===== config.mk =====
export PLATFORM = sky130hd
export DESIGN_NAME = inst_fetch_unit_flat
export DESIGN_NICKNAME = d
export VERILOG_FILES = /design/src/rtl/fetch_pkg.sv /design/src/rtl/inst_fetch_unit_if.sv /design/src/rtl/fetch_fifo.sv /design/src/rtl/inst_fetch_unit.sv /design/src/flat_wrapper.sv
export SDC_FILE = /design/constraint.sdc
export NUM_CORES = 1
export LEC_CHECK = 0
export BUFFER_PORTS_ARGS = -buffer_cell sky130_fd_sc_hd__buf_2
export CAP_MARGIN = 10
export CORE_MARGIN = 2
export CORE_UTILIZATION = 45
export DETAILED_ROUTE_END_ITERATION = 10
export PLACE_DENSITY = 0.67
export SLEW_MARGIN = 20
export SYNTH_ARGS = -nofsm -noshare
export SYNTH_HDL_FRONTEND = slang
export SYNTH_SLANG_ARGS = --single-unit

===== constraint.sdc =====
create_clock -name clk -period 8.2 [get_ports clk]
set_input_delay 0.82 -clock clk [delete_from_list [all_inputs] [get_ports clk]]
set_output_delay 0.82 -clock clk [all_outputs]
set_load 0.005 [all_outputs]

===== src/rtl/fetch_pkg.sv =====
// Shared constants, entry layout and helpers for the instruction fetch front end.
// Optional misalignment flagging is enabled by defining FETCH_MISALIGN_CHK_EN.
package fetch_pkg;

    localparam int INST_W       = 32;
    localparam int PC_INC       = 4;
    localparam int XLEN_DEFAULT = 32;

    // Entry layout at the default PC width; the FIFO builds a width-matched copy.
    typedef struct packed {
        logic [INST_W-1:0]       data;
        logic [XLEN_DEFAULT-1:0] pc;
        logic                    misalign;
    } fetch_entry_t;

    function automatic logic is_misaligned(input logic [1:0] pc_lsb);
        return pc_lsb != 2'b00;
    endfunction

endpackage


===== src/rtl/inst_fetch_unit_if.sv =====
// Fetch-to-decode valid/ready handshake. inst_misalign exists only when
// FETCH_MISALIGN_CHK_EN is defined.
interface inst_fetch_unit_if
    import fetch_pkg::*;
#(
    parameter int XLEN = 32
) ();

    logic              inst_valid;
    logic              inst_ready;
    logic [INST_W-1:0] inst_data;
    logic [XLEN-1:0]   inst_pc;
    logic [XLEN-1:0]   inst_npc;
`ifdef FETCH_MISALIGN_CHK_EN
    logic              inst_misalign;
`endif

    modport master (
        input  inst_ready,
        output inst_valid, inst_data, inst_pc, inst_npc
`ifdef FETCH_MISALIGN_CHK_EN
        , inst_misalign
`endif
    );

    modport slave (
        output inst_ready,
        input  inst_valid, inst_data, inst_pc, inst_npc
`ifdef FETCH_MISALIGN_CHK_EN
        , inst_misalign
`endif
    );

endinterface


===== src/rtl/fetch_fifo.sv =====
// Fetch buffer: push/pop/flush FIFO with registered head outputs (no path from push data
// to the head outputs). FETCH_MISALIGN_CHK_EN adds a per-entry misalign flag.
module fetch_fifo
    import fetch_pkg::*;
#(
    parameter int XLEN  = 32,
    parameter int DEPTH = 2
) (
    input  logic                     clk,
    input  logic                     rst,
    input  logic                     push,
    input  logic [INST_W-1:0]        push_data,
    input  logic [XLEN-1:0]          push_pc,
`ifdef FETCH_MISALIGN_CHK_EN
    input  logic                     push_misalign,
`endif
    input  logic                     pop,
    input  logic                     flush,
    output logic [$clog2(DEPTH):0]   count,
    output logic                     head_valid,
    output logic [INST_W-1:0]        head_data,
    output logic [XLEN-1:0]          head_pc,
    output logic [XLEN-1:0]          head_npc
`ifdef FETCH_MISALIGN_CHK_EN
    , output logic                   head_misalign
`endif
);

    localparam int PW = $clog2(DEPTH);
    localparam int CW = PW + 1;

    typedef struct packed {
`ifdef FETCH_MISALIGN_CHK_EN
        logic              misalign;
`endif
        logic [XLEN-1:0]   pc;
        logic [INST_W-1:0] data;
    } entry_t;

    entry_t          mem [DEPTH];
    entry_t          push_entry;
    entry_t          head_reg, head_next;
    logic [XLEN-1:0] head_npc_reg, head_npc_next;
    logic [PW-1:0]   wr_ptr_reg, wr_ptr_next;
    logic [PW-1:0]   rd_ptr_reg, rd_ptr_next;
    logic [PW-1:0]   rd_ptr_inc;
    logic [CW-1:0]   count_reg, count_next;
    logic [DEPTH-1:0] slot_we;
    logic            push_eff;
    logic            pop_eff;

    assign head_valid = (count_reg != '0);
    assign push_eff   = push && !flush;
    assign pop_eff    = pop && head_valid && !flush;
    assign rd_ptr_inc = rd_ptr_reg + 1'b1;

    always_comb begin
        push_entry      = '0;
        push_entry.data = push_data;
        push_entry.pc   = push_pc;
`ifdef FETCH_MISALIGN_CHK_EN
        push_entry.misalign = push_misalign;
`endif
    end

    for (genvar gi = 0; gi < DEPTH; gi++) begin : g_slot_we
        assign slot_we[gi] = push_eff && (wr_ptr_reg == PW'(gi));
    end

    always_comb begin
        wr_ptr_next   = wr_ptr_reg;
        rd_ptr_next   = rd_ptr_reg;
        count_next    = count_reg;
        head_next     = head_reg;
        head_npc_next = head_npc_reg;
        if (flush) begin
            wr_ptr_next = '0;
            rd_ptr_next = '0;
            count_next  = '0;
        end else begin
            if (push_eff) wr_ptr_next = wr_ptr_reg + 1'b1;
            if (pop_eff)  rd_ptr_next = rd_ptr_inc;
            count_next = count_reg + CW'(push_eff) - CW'(pop_eff);
            // The head register is reloaded from the incoming word when it is about to
            // become the oldest entry, otherwise from the next stored slot.
            if (push_eff && (count_reg == '0 || (pop_eff && count_reg == CW'(1)))) begin
                head_next     = push_entry;
                head_npc_next = push_pc + XLEN'(PC_INC);
            end else if (pop_eff && count_reg > CW'(1)) begin
                head_next     = mem[rd_ptr_inc];
                head_npc_next = mem[rd_ptr_inc].pc + XLEN'(PC_INC);
            end
        end
    end

    always_ff @(posedge clk or posedge rst) begin
        if (rst) begin
            wr_ptr_reg   <= '0;
            rd_ptr_reg   <= '0;
            count_reg    <= '0;
            head_reg     <= '0;
            head_npc_reg <= XLEN'(PC_INC);
            for (int i = 0; i < DEPTH; i++) mem[i] <= '0;
        end else begin
            wr_ptr_reg   <= wr_ptr_next;
            rd_ptr_reg   <= rd_ptr_next;
            count_reg    <= count_next;
            head_reg     <= head_next;
            head_npc_reg <= head_npc_next;
            for (int i = 0; i < DEPTH; i++) begin
                if (slot_we[i]) mem[i] <= push_entry;
            end
        end
    end

    assign count     = count_reg;
    assign head_data = head_reg.data;
    assign head_pc   = head_reg.pc;
    assign head_npc  = head_npc_reg;
`ifdef FETCH_MISALIGN_CHK_EN
    assign head_misalign = head_reg.misalign;
`endif

endmodule


===== src/rtl/inst_fetch_unit.sv =====
// Instruction fetch front end: owns the fetch PC, issues reads to a 1-cycle ROM under a
// credit rule and buffers returned words for decode. Optional macro: FETCH_MISALIGN_CHK_EN.
module inst_fetch_unit
    import fetch_pkg::*;
#(
    parameter int              XLEN       = 32,
    parameter int              ROM_AW     = 6,
    parameter int              FIFO_DEPTH = 2,
    parameter logic [XLEN-1:0] RESET_PC   = '0
) (
    input  logic              clk,
    input  logic              rst,
    input  logic              redirect_valid,
    input  logic [XLEN-1:0]   redirect_pc,
    output logic [ROM_AW-1:0] rom_addr,
    output logic              rom_en,
    input  logic [INST_W-1:0] rom_rdata,
    inst_fetch_unit_if.master dec
);

    localparam int CW = $clog2(FIFO_DEPTH) + 1;
    localparam int OW = CW + 1;

    logic [XLEN-1:0] pc_reg, pc_next;
    logic [XLEN-1:0] inflight_pc_reg, inflight_pc_next;
    logic            inflight_reg, inflight_next;
    logic [CW-1:0]   fifo_count;
    logic [OW-1:0]   occupancy;
    logic            pop;
    logic            push;

    // Every word already buffered or still in the ROM pipe holds a FIFO slot, so an
    // issue is only made when a slot is guaranteed to be free on return.
    assign pop       = dec.inst_valid && dec.inst_ready;
    assign occupancy = OW'(fifo_count) + OW'(inflight_reg) - OW'(pop);
    assign rom_en    = !rst && !redirect_valid && (occupancy < OW'(FIFO_DEPTH));
    assign push      = inflight_reg && !redirect_valid;
    assign rom_addr  = pc_reg[ROM_AW+1:2];

    always_comb begin
        pc_next          = pc_reg;
        inflight_next    = 1'b0;
        inflight_pc_next = inflight_pc_reg;
        if (redirect_valid) begin
            pc_next = redirect_pc;
        end else if (rom_en) begin
            inflight_next    = 1'b1;
            inflight_pc_next = pc_reg;
            pc_next          = pc_reg + XLEN'(PC_INC);
        end
    end

    always_ff @(posedge clk or posedge rst) begin
        if (rst) begin
            pc_reg          <= RESET_PC;
            inflight_reg    <= 1'b0;
            inflight_pc_reg <= '0;
        end else begin
            pc_reg          <= pc_next;
            inflight_reg    <= inflight_next;
            inflight_pc_reg <= inflight_pc_next;
        end
    end

    fetch_fifo #(
        .XLEN  (XLEN),
        .DEPTH (FIFO_DEPTH)
    ) u_fifo (
        .clk           (clk),
        .rst           (rst),
        .push          (push),
        .push_data     (rom_rdata),
        .push_pc       (inflight_pc_reg),
`ifdef FETCH_MISALIGN_CHK_EN
        .push_misalign (is_misaligned(inflight_pc_reg[1:0])),
`endif
        .pop           (pop),
        .flush         (redirect_valid),
        .count         (fifo_count),
        .head_valid    (dec.inst_valid),
        .head_data     (dec.inst_data),
        .head_pc       (dec.inst_pc),
        .head_npc      (dec.inst_npc)
`ifdef FETCH_MISALIGN_CHK_EN
        , .head_misalign (dec.inst_misalign)
`endif
    );

endmodule


===== src/flat_wrapper.sv =====
// flat-port wrapper written by rule: the top's interface ports become plain ports
module inst_fetch_unit_flat import fetch_pkg::*;
#(
    parameter int              XLEN       = 32,
    parameter int              ROM_AW     = 6,
    parameter int              FIFO_DEPTH = 2,
    parameter logic [XLEN-1:0] RESET_PC   = '0
)
  (clk, rst, redirect_valid, redirect_pc, rom_addr, rom_en, rom_rdata, dec_inst_ready, dec_inst_valid, dec_inst_data, dec_inst_pc, dec_inst_npc);
  inst_fetch_unit_if #(.XLEN(XLEN)) dec_i ();
  input  logic clk;
  input  logic rst;
  input  logic redirect_valid;
  input  logic [XLEN-1:0] redirect_pc;
  output logic [ROM_AW-1:0] rom_addr;
  output logic rom_en;
  input  logic [INST_W-1:0] rom_rdata;
  input wire logic [$bits(dec_i.inst_ready)-1:0] dec_inst_ready;
  output wire logic [$bits(dec_i.inst_valid)-1:0] dec_inst_valid;
  output wire logic [$bits(dec_i.inst_data)-1:0] dec_inst_data;
  output wire logic [$bits(dec_i.inst_pc)-1:0] dec_inst_pc;
  output wire logic [$bits(dec_i.inst_npc)-1:0] dec_inst_npc;
  assign dec_i.inst_ready = dec_inst_ready;
  assign dec_inst_valid = dec_i.inst_valid;
  assign dec_inst_data = dec_i.inst_data;
  assign dec_inst_pc = dec_i.inst_pc;
  assign dec_inst_npc = dec_i.inst_npc;
  inst_fetch_unit #(.XLEN(XLEN), .ROM_AW(ROM_AW), .FIFO_DEPTH(FIFO_DEPTH), .RESET_PC(RESET_PC)) u_core (.clk(clk), .rst(rst), .redirect_valid(redirect_valid), .redirect_pc(redirect_pc), .rom_addr(rom_addr), .rom_en(rom_en), .rom_rdata(rom_rdata), .dec(dec_i));
endmodule

# --- Word-level counts from Yosys, hierarchy flattened ---
# Cells that the tools add are included.
classes:
  add_sub_neg: 9
  magnitude_cmp: 3
  n_eq_ne: 1
  n_mux: 16
  bitwise: 3
  n_reduce_logical: 23
op_table:
  columns: ["cell", "count"]
  rows:
  - ["$mux W64", 5]
  - ["$mux W32", 4]
  - ["$add A32 B3 Y32 const B", 3]
  - ["$logic_and A1 B1 Y1", 12]
  - ["$reduce_bool A2 Y1", 5]
  - ["$mux W1", 6]
  - ["$reduce_and A2 Y1", 2]
  - ["$add A2 B1 Y3", 1]
  - ["$lt A3 B2 Y1 const B", 1]
  - ["$sub A3 B1 Y3", 1]
  - ["$add A1 B1 Y1 const B", 2]
  - ["$add A2 B1 Y2", 1]
  - ["$eq A2 B1 Y1 const B", 1]
  - ["$ge A2 B2 Y1 const B", 1]
  - ["$gt A2 B1 Y1 const B", 1]
  - ["$logic_not A1 Y1", 2]
  - ["$logic_not A2 Y1", 1]
  - ["$mux W2", 1]
  - ["$not A1 Y1", 2]
  - ["$not A1 Y2", 1]
  - ["$sub A2 B1 Y2", 1]
  - ["$logic_or A1 B1 Y1", 1]
totals:
  register_bits: 293
  in_bits: 68
  out_inout_bits: 104
  elab_cells: 68

# --- Logic depth before layout (Yosys ltp) ---
# Gate-level depths: netlist of run 1.
depth:
  ltp_word: 9
  depth_mapped: 16
  mapped_depth_nobuf: 13

# --- Cells and area by module ---
# From an unflattened synthesis of run 1, not the netlist that was laid out.
hier_totals:
  hier_cells: 1341
  hier_area_um2: 14034.7
by_module_without_submodules:
  columns: ["module", "instances", "cells_per_inst", "area_each_um2"]
  rows:
  - ["fetch_fifo", 1, 991, 10804.1]
  - ["inst_fetch_unit", 1, 350, 3230.6]

# --- Worst setup path after synthesis of run 1 ---
# OpenSTA, ideal clock, no wires.
synth_timing:
  kind: "input -> register"
  from: "in redirect_valid"
  to: "reg u_core.u_fifo.head_npc_reg[30], in the netlist u_core.u_fifo.head_npc[30]"
  setup_time_ns: 0.124
  arrival_ns: 3.660
  t_required_ns: 8.076
  path_slack_ns: 4.416
  cell_stages: 15
  n_path_buf: 5
  cell_sequence: "clkbuf_1 or3b_1 buf_2 nor2_2 buf_2 buf_2 nand2_1 o21ai_1 ha_1 clkbuf_1 a21boi_0 nand4_1 a211oi_1 nor3_1 a211o_1"
synth_via:
  elab_chain_len: 7
synth_lines:
  columns: ["item", "line", "source"]
  rows:
  - ["start: declaration", "flat_wrapper.sv:13", "input logic redirect_valid;"]
  - ["$logic_not A1 Y1", "fetch_fifo.sv:53, fetch_fifo.sv:54, inst_fetch_unit.sv:37", null]
  - ["$logic_and A1 B1 Y1", "fetch_fifo.sv:54", "assign pop_eff = pop && head_valid && !flush;"]
  - ["$logic_and A1 B1 Y1", "fetch_fifo.sv:86", "if (push_eff && (count_reg == '0 || (pop_eff && count_reg == CW'(1)))) begin"]
  - ["$logic_or A1 B1 Y1", "fetch_fifo.sv:86", null]
  - ["$logic_and A1 B1 Y1", "fetch_fifo.sv:86", null]
  - ["$reduce_bool A2 Y1 (no line)", null, null]
  - ["$reduce_and A2 Y1 (no line)", null, null]
  - ["end signal: assignment", "fetch_fifo.sv:102", "head_npc_reg <= XLEN'(PC_INC);"]
  - ["end signal: assignment", "fetch_fifo.sv:109", "head_npc_reg <= head_npc_next;"]
  - ["end: declaration", "fetch_fifo.sv:43", "logic [XLEN-1:0] head_npc_reg, head_npc_next;"]
# Several ways; a longest one is shown, not always the timed one.
# A chain may end at the register's enable or synchronous reset.

# --- Final worst setup path of run 1 ---
layout_timing:
  from: "reg u_core.u_fifo.count_reg[1], in the netlist u_core.u_fifo.count[1]"
  to: "out rom_en"
layout_via:
  elab_chain_len: 5
layout_lines:
  columns: ["item", "line", "source"]
  rows:
  - ["start: declaration", "fetch_fifo.sv:47", "logic [CW-1:0] count_reg, count_next;"]
  - ["start signal: assignment", "fetch_fifo.sv:107", "count_reg <= count_next;"]
  - ["branches (longest 2 deep; another with $add A2 B1 Y3)", null, null]
  - ["$sub A3 B1 Y3 (*)", "inst_fetch_unit.sv:35", "assign occupancy = OW'(fifo_count) + OW'(inflight_reg) - OW'(pop);"]
  - ["$lt A3 B2 Y1 (*)", "inst_fetch_unit.sv:36", "assign rom_en = !rst && !redirect_valid && (occupancy < OW'(FIFO_DEPTH));"]
  - ["$logic_and A1 B1 Y1 (*)", "inst_fetch_unit.sv:36", null]
  - ["end: declaration", "flat_wrapper.sv:16", "output logic rom_en;"]
# Every way passes the cells marked *.

==> results of run 1 <==
## per-layer routing
layer	vias up	wire [um]	global-route usage, %
met2	312	15000	30.4
li1	5116	-	-
met4	0	563	5.10
met5	-	0	0
met3	45	2100	3.82
met1	5218	17000	32.5
## cell families (layout without fill, tap and decap cells)
group / after synthesis / in the layout / synth area share (%)
mux: 203 / 203 / 15.7
xor+xnor: 26 / 26 / 1.62
fa+ha+maj: 6 / 6 / 0.588
buf+inv: 121 / 265 / 3.62
compound gates: 274 / 274 / 11.8
simple gates: 463 / 463 / 14.9
flops: 291 / 291 / 51.9
## cell usage in the layout (no fill, tap or decap), types with 35 or more instances in the layout
cell type    n
a21oi_1     61
buf_2      171
clkbuf_16   35
dfrtp_1    289
mux2_2     134
mux2i_1     69
nand2_1    251
nor2_1      70
o21ai_0     96
## worst min-delay path by stage
stage / endpoint / from / cells after the start / slack, ns
2_1_floorplan: u_core.inflight_pc_reg[0]$_DFFE_PP0P_ / u_core.pc_reg[0]$_DFFE_PP0P_ / 2 / 0.43
3_3_place_gp: u_core.inflight_pc_reg[0]$_DFFE_PP0P_ / u_core.pc_reg[0]$_DFFE_PP0P_ / 2 / 0.45
3_5_place_dp: u_core.u_fifo.head_npc[3]$_DFFE_PP0P_ / u_core.u_fifo.head_npc[3]$_DFFE_PP0P_ / 2 / 0.46
4_1_cts: u_core.inflight_pc_reg[1]$_DFFE_PP0P_ / rst / 2 / 0.47
5_1_grt: u_core.u_fifo.head_npc[3]$_DFFE_PP0P_ / u_core.u_fifo.head_npc[3]$_DFFE_PP0P_ / 2 / 0.49
6_report: u_core.inflight_pc_reg[1]$_DFFE_PP0P_ / rst / 2 / 0.46
## layout make-up
type | count | area share [%]
flip-flops and latches | 291 | 44.9
clock inverters | 6 | 0.532
multi-input cells | 972 | 38.8
clock buffers | 54 | 6.21
well taps | 396 | 3.05
repair buffers | 184 | 5.95
inverters | 21 | 0.509
## where the power goes
group          total (mW)  switching [mW]  internal, mW
Combinational        1.58           0.821         0.762
Sequential           2.57           0.536          2.03
Clock                1.48           0.575         0.905
Total                5.63            1.93          3.70
## stage by stage
stage               instances  instance area [um^2]  power [mW]
global route             1924                 16200        6.01
detailed placement       1864                 15100        4.17
CTS                      1924                 16200        5.67
global placement         1864                 15100        4.09
finish                   1924                 16200        5.63
floorplan                1384                 14000        3.54
## critical path: cells and delay by family (launching register included)
kind	cells	cell delay, ns
adder cells (fa/ha/maj)	2	0.64
flip-flops	1	0.51
buffers and inverters	5	1.00
XOR/XNOR	1	0.14
AND/OR/NAND/NOR	4	0.68
==> results.cfg, run 1 <==
[power_and_ir_drop]
power_density_nw_per_um2 = 347
static-leakage-power_nw = 7.47
max-vdd-ir-drop_v = 0.000134

[critical_path]
crit_fanout = 74
r2r_cells = 14
worstPathCellList = nor2_1, inv_1, nand2_1, inv_1, ha_1, nand2b_1, fa_1, xnor2_1, nand3_2, buf_4, inv_1, buf_2
most_frequent_cell_on_the_critical_path = inv_1
critPathKind = register to output pin
regToRegEndpoint = u_core.pc_reg[5]$_DFFE_PP0P_
cp-start-kind = register
critPathCaptureType = output pin
worstPathRequired_ns = 7.38
timing.critical_path.arrival_ns = 3.48
critPathCapture = rom_en
slowest_stage = buf_4
setup.reg_to_reg.worst_slack_ns = 4.21
cpPeakStageDelay_ns = 0.56
critical_path.reg2reg.startpoint = u_core.u_fifo.count[1]$_DFF_PP0_
cp-startpoint = u_core.u_fifo.count[1]$_DFF_PP0_

[cts]
clock_insertion_delay_worst_skew_ns = 0.50
clock_path_buffers = 3
cts_tree = built
h-tree-depth = 2
cts_hold_buffers = 0
cts-buffers-inserted = 34
clock_tree.root_cell = clkbuf_16
post-cts-setup-buffer-count = 0
cts-resized-gates = 0
clkTransAtPathRegs_ns = 0.06
cts_sinks = 291

[placement]
hpwl_dp_um = 22800
finalWeightedCongestion = 0.826
pre_cts_slack_ns = 3.92
place.port_buffers = 171

[yosys]
most_numerous_cell_in_the_yosys_netlist = dfrtp_1
async_flop_share_pct = 100
synth-main-ff-cell = dfrtp_1
syn_nets = 1458
count_of_flip_flops_with_a_built_in_enable_after_synthesis = 0
netlist_instances = 1384
synthesis.area_um2 = 14000
yosysWarningCount = 0
yosys.area.top_type_share_pct = 51.7
avg_cell_area_syn_um2 = 10.1
ys_seq_elements = 291
post_synth_main_area_contributors = dfrtp_1 52%, mux2_2 11%, nand2_1 6.7%
biggest_area_consumer_among_synthesized_cells = dfrtp_1
ys_seq_area_share_pct = 51.9
ys_types = 62
synth_top_cells_by_count = 290 x dfrtp_1, 251 x nand2_1, 134 x mux2_2

[flow_run]
timing.max_cap.violations = 0

[final_layout]
antenna_cells = 0
final_util_pct = 52.9
final_layout_size_suffix_gt1_share_pct = 25.1
flow.area_growth_from_synthesis_pct = 15.6
layout_net_count = 1578
multiInputGateArea_um2 = 6300
flip_flop_count_of_the_largest_register_all_copies_and_words_added = 128
filler_cell_count = 2759
area.sequential_um2 = 7290
registers.top_by_ff_count = u_core.u_fifo.mem

[global_route]
antenna_violations_before_repair = 0
grt.overflow.total = 0
first_global_vias = 10300
global_route.usage.total_pct = 21.0
grt_start_max_net_pins = 133
first_pass_grt_wire_length_um = 56000

[sta]
final_cycle_utilization_of_the_critical_path_pct = 52.4
setup_tns_ns = 0
slew-limit-headroom_pct = 28.4
actual_transition_at_the_worst_max_transition_pin_ns = 1.07
hold_viol = 0
finalSetupViolCount = 0
post-route-min-period_ns = 4.30
clock-skew-final_ns = 0.00886
final_slew_violations = 0
worst_hold_margin_ns = 0.461
least_setup_slack_across_all_paths_after_layout_ns = 3.90
max_freq_mhz = 233
rsz_0062_raised_after_global_routing = false

[status]
run_status = finished, final reports clean

[min_path]
holdCritPathClass = input port to asynchronous set/reset pin

[floorplan]
design.portCount = 172
dieArea_um2 = 32600
rows = 64
start_util_pct = 45.8
chipWidth_um = 181
coreArea_um2 = 30700
die_y_um = 181

[drt]
finalWirelength_um = 34600
wl_per_cell_um = 18.0
detailedRoute.firstIterationViolations = 846
num_vias = 10700
drt_first_pass_iters = 5
detail_route.drc_violations = 0
viasPerCell = 5.56
drt.antenna.violating_nets = 0
Power figures use the tool's default switching activity.
==> run 2: changes to the inputs <==
==> constraint.sdc (replaced) <==
create_clock -name clk -period 3.6 [get_ports clk]
set_input_delay 0.36 -clock clk [delete_from_list [all_inputs] [get_ports clk]]
set_output_delay 0.36 -clock clk [all_outputs]
set_load 0.005 [all_outputs]
==> run 2 against run 1 <==
Utilization up 0.37 points. First-iteration DRC count is 6.0% higher. Total power rose by 130%. Via count is 1.6% higher. Cell area is 0.69% higher. Wire length is 0.33% lower. Clock skew up 0.0033 ns.
==> results.cfg, run 2 (synthesized netlist as in run 1, its figures left out) <==
[placement]
place.port_buffers = 171
finalWeightedCongestion = 0.882
hpwl_dp_um = 22900
placed_area_um2 = 15300

[global_route]
first_pass_grt_wire_length_um = 56500
grt_start_max_net_pins = 123
first_global_vias = 10300
global_route.usage.total_pct = 21.1
grt.overflow.total = 0
antenna_violations_before_repair = 1

[final_layout]
registers.top_by_ff_count = u_core.u_fifo.mem
flow.area_growth_from_synthesis_pct = 16.4
highest_count_cells_in_the_layout_ignoring_fill_and_taps = 289 x dfrtp_1, 251 x nand2_1, 171 x buf_2, 134 x mux2_2, 96 x o21ai_0
final_layout_size_suffix_gt1_share_pct = 26.0
most_common_library_cell_in_the_layout_ignoring_fill_and_taps = dfrtp_1
fin_area_um2 = 16300
final_util_pct = 53.3
flip_flop_count_of_the_largest_register_all_copies_and_words_added = 128
layout_net_count = 1589

[power_and_ir_drop]
power.clock.fraction_pct = 25.5
power_density_nw_per_um2 = 779
static-leakage-power_nw = 7.54
max-vdd-ir-drop_v = 0.000444
cell_internal_pwr_mw = 8.38
switching_share_pct = 34.2
power_frac_seq_pct = 45.6
power_mw = 12.7
power.share.combinational_pct = 28.9
p_sw_mw = 4.36

[drt]
finalWirelength_um = 34500
drt.antenna.violating_nets = 0
num_vias = 10900
drt_first_pass_iters = 5
wl_per_cell_um = 17.8
viasPerCell = 5.61
detailedRoute.firstIterationViolations = 897
detail_route.drc_violations = 0

[sta]
max_freq_mhz = 296
final_slew_violations = 0
finalSetupViolCount = 0
rsz_0062_raised_after_global_routing = false
post-route-min-period_ns = 3.37
hold_viol = 0
slew-limit-headroom_pct = 34.5
final_cycle_utilization_of_the_critical_path_pct = 93.7
setup_tns_ns = 0
actual_transition_at_the_worst_max_transition_pin_ns = 0.982
clock-skew-final_ns = 0.0121

[critical_path]
slowest_stage = dfrtp_1
cpPeakStageDelay_ns = 0.46
crit_fanout = 41
most_frequent_cell_on_the_critical_path = inv_1
critPathKind = register to output pin
timing.critical_path.arrival_ns = 3.01
worstPathRequired_ns = 3.24
cp-start-kind = register
worstPathCellList = nor2_2, inv_1, nand2_1, inv_1, ha_1, nand2b_1, fa_1, xnor2_1, nand3_2, buf_6, inv_1, buf_2
critPathCaptureType = output pin

[floorplan]
chipWidth_um = 181
coreArea_um2 = 30700
design.portCount = 172
die_y_um = 181
rows = 64
start_util_pct = 45.8
dieArea_um2 = 32600

[cts]
clkTransAtPathRegs_ns = 0.06
cts-buffers-inserted = 31
clock_tree.root_cell = clkbuf_16
cts_tree = built
clock_path_buffers = 3
h-tree-depth = 1
cts_sinks = 291
clock_insertion_delay_worst_skew_ns = 0.55

[status]
run_status = finished, final reports clean

[flow_run]
timing.max_cap.violations = 0

[min_path]
holdCritPathClass = input port to register
-- run 2: changes by cell type in the layout (fill, tap and decap cells not counted), sizes merged, moves of 2 or more --
cell,before,now
clkinv,2,6
clkbuf,54,46
dlygate4sd3,0,2
buf,184,196
-- run 2: area by class of cell --
| class | count | area [um^2] |
|---|---|---|
| well taps | 396 | 495 |
| flip-flops and latches | 291 | 7290 |
| repair buffers | 198 | 1120 |
| fillers | 2783 | 14300 |
| multi-input cells | 972 | 6310 |
| clock inverters | 10 | 128 |
| diodes | 1 | 2.50 |
| clock buffers | 46 | 922 |
| inverters | 21 | 82.6 |
-- run 2: worst max-delay path, delay by kind of cell (launching register included) --
| kind | cells | cell delay [ns] |
|---|---|---|
| xor+xnor | 1 | 0.14 |
| fa+ha+maj | 2 | 0.64 |
| buf+inv | 5 | 0.61 |
| flops | 1 | 0.46 |
| simple gates | 4 | 0.61 |
-- run 2: power by group through the flow --
| stage | Sequential (mW) | Combinational (mW) | Clock [mW] |
|---|---|---|---|
| 2_1_floorplan | 5.46 | 2.59 | 0 |
| 3_3_place_gp | 5.77 | 3.59 | 0 |
| 3_5_place_dp | 5.83 | 3.68 | 0 |
| 4_1_cts | 5.78 | 3.71 | 3.32 |
| 5_1_grt | 6.01 | 4.14 | 3.47 |
| 6_report | 5.81 | 3.68 | 3.25 |
-- run 2: stage by stage --
step | worst slack [ns] | instances | hold slack (ns)
finish | 0.225 | 1935 | 0.0256
floorplan | -0.620 | 1384 | 0.435
detailed placement | 0.401 | 1876 | 0.462
global placement | 0.203 | 1876 | 0.457
global route | 0.0144 | 1935 | 0.0153
CTS | 0.0192 | 1934 | 0.00152
-- run 2: worst paths after layout --
| path | from | to | slack [ns] | cells after the start |
|---|---|---|---|---|
| setup / recovery | u_core.u_fifo.count[1]$_DFF_PP0_ | rom_en | 0.23 | 12 |
| hold / removal | redirect_pc[22] | u_core.pc_reg[22]$_DFFE_PP0P_ | 0.03 | 3 |
| setup reg to reg | u_core.u_fifo.count[1]$_DFF_PP0_ | u_core.pc_reg[19]$_DFFE_PP0P_ | 0.48 | 13 |
| hold reg to reg | u_core.u_fifo.head_data[23]$_DFFE_PP0P_ | u_core.u_fifo.head_data[23]$_DFFE_PP0P_ | 0.47 | 2 |
| max in group asynchronous | rst | u_core.u_fifo.mem[113]$_DFFE_PP0P_ | 2.09 | 4 |
| min in group asynchronous | rst | u_core.pc_reg[0]$_DFFE_PP0P_ | 0.45 | 3 |
-- run 2: metal layers --
metal | share of wire [%] | GRT usage [%]
met1 | 49 | 33.7
met2 | 42 | 29.9
met3 | 6.9 | 3.15
met4 | 2.0 | 5.16
met5 | 0 | 0
-- run 2: timing repair --
action / CTS / global route
endpoints found under the setup margin: 0 / 1
hold endpoints to repair: 24 / 0
resized for setup: 0 / 2
hold buffers: 2 / 0
buffers inserted: 0 / 0
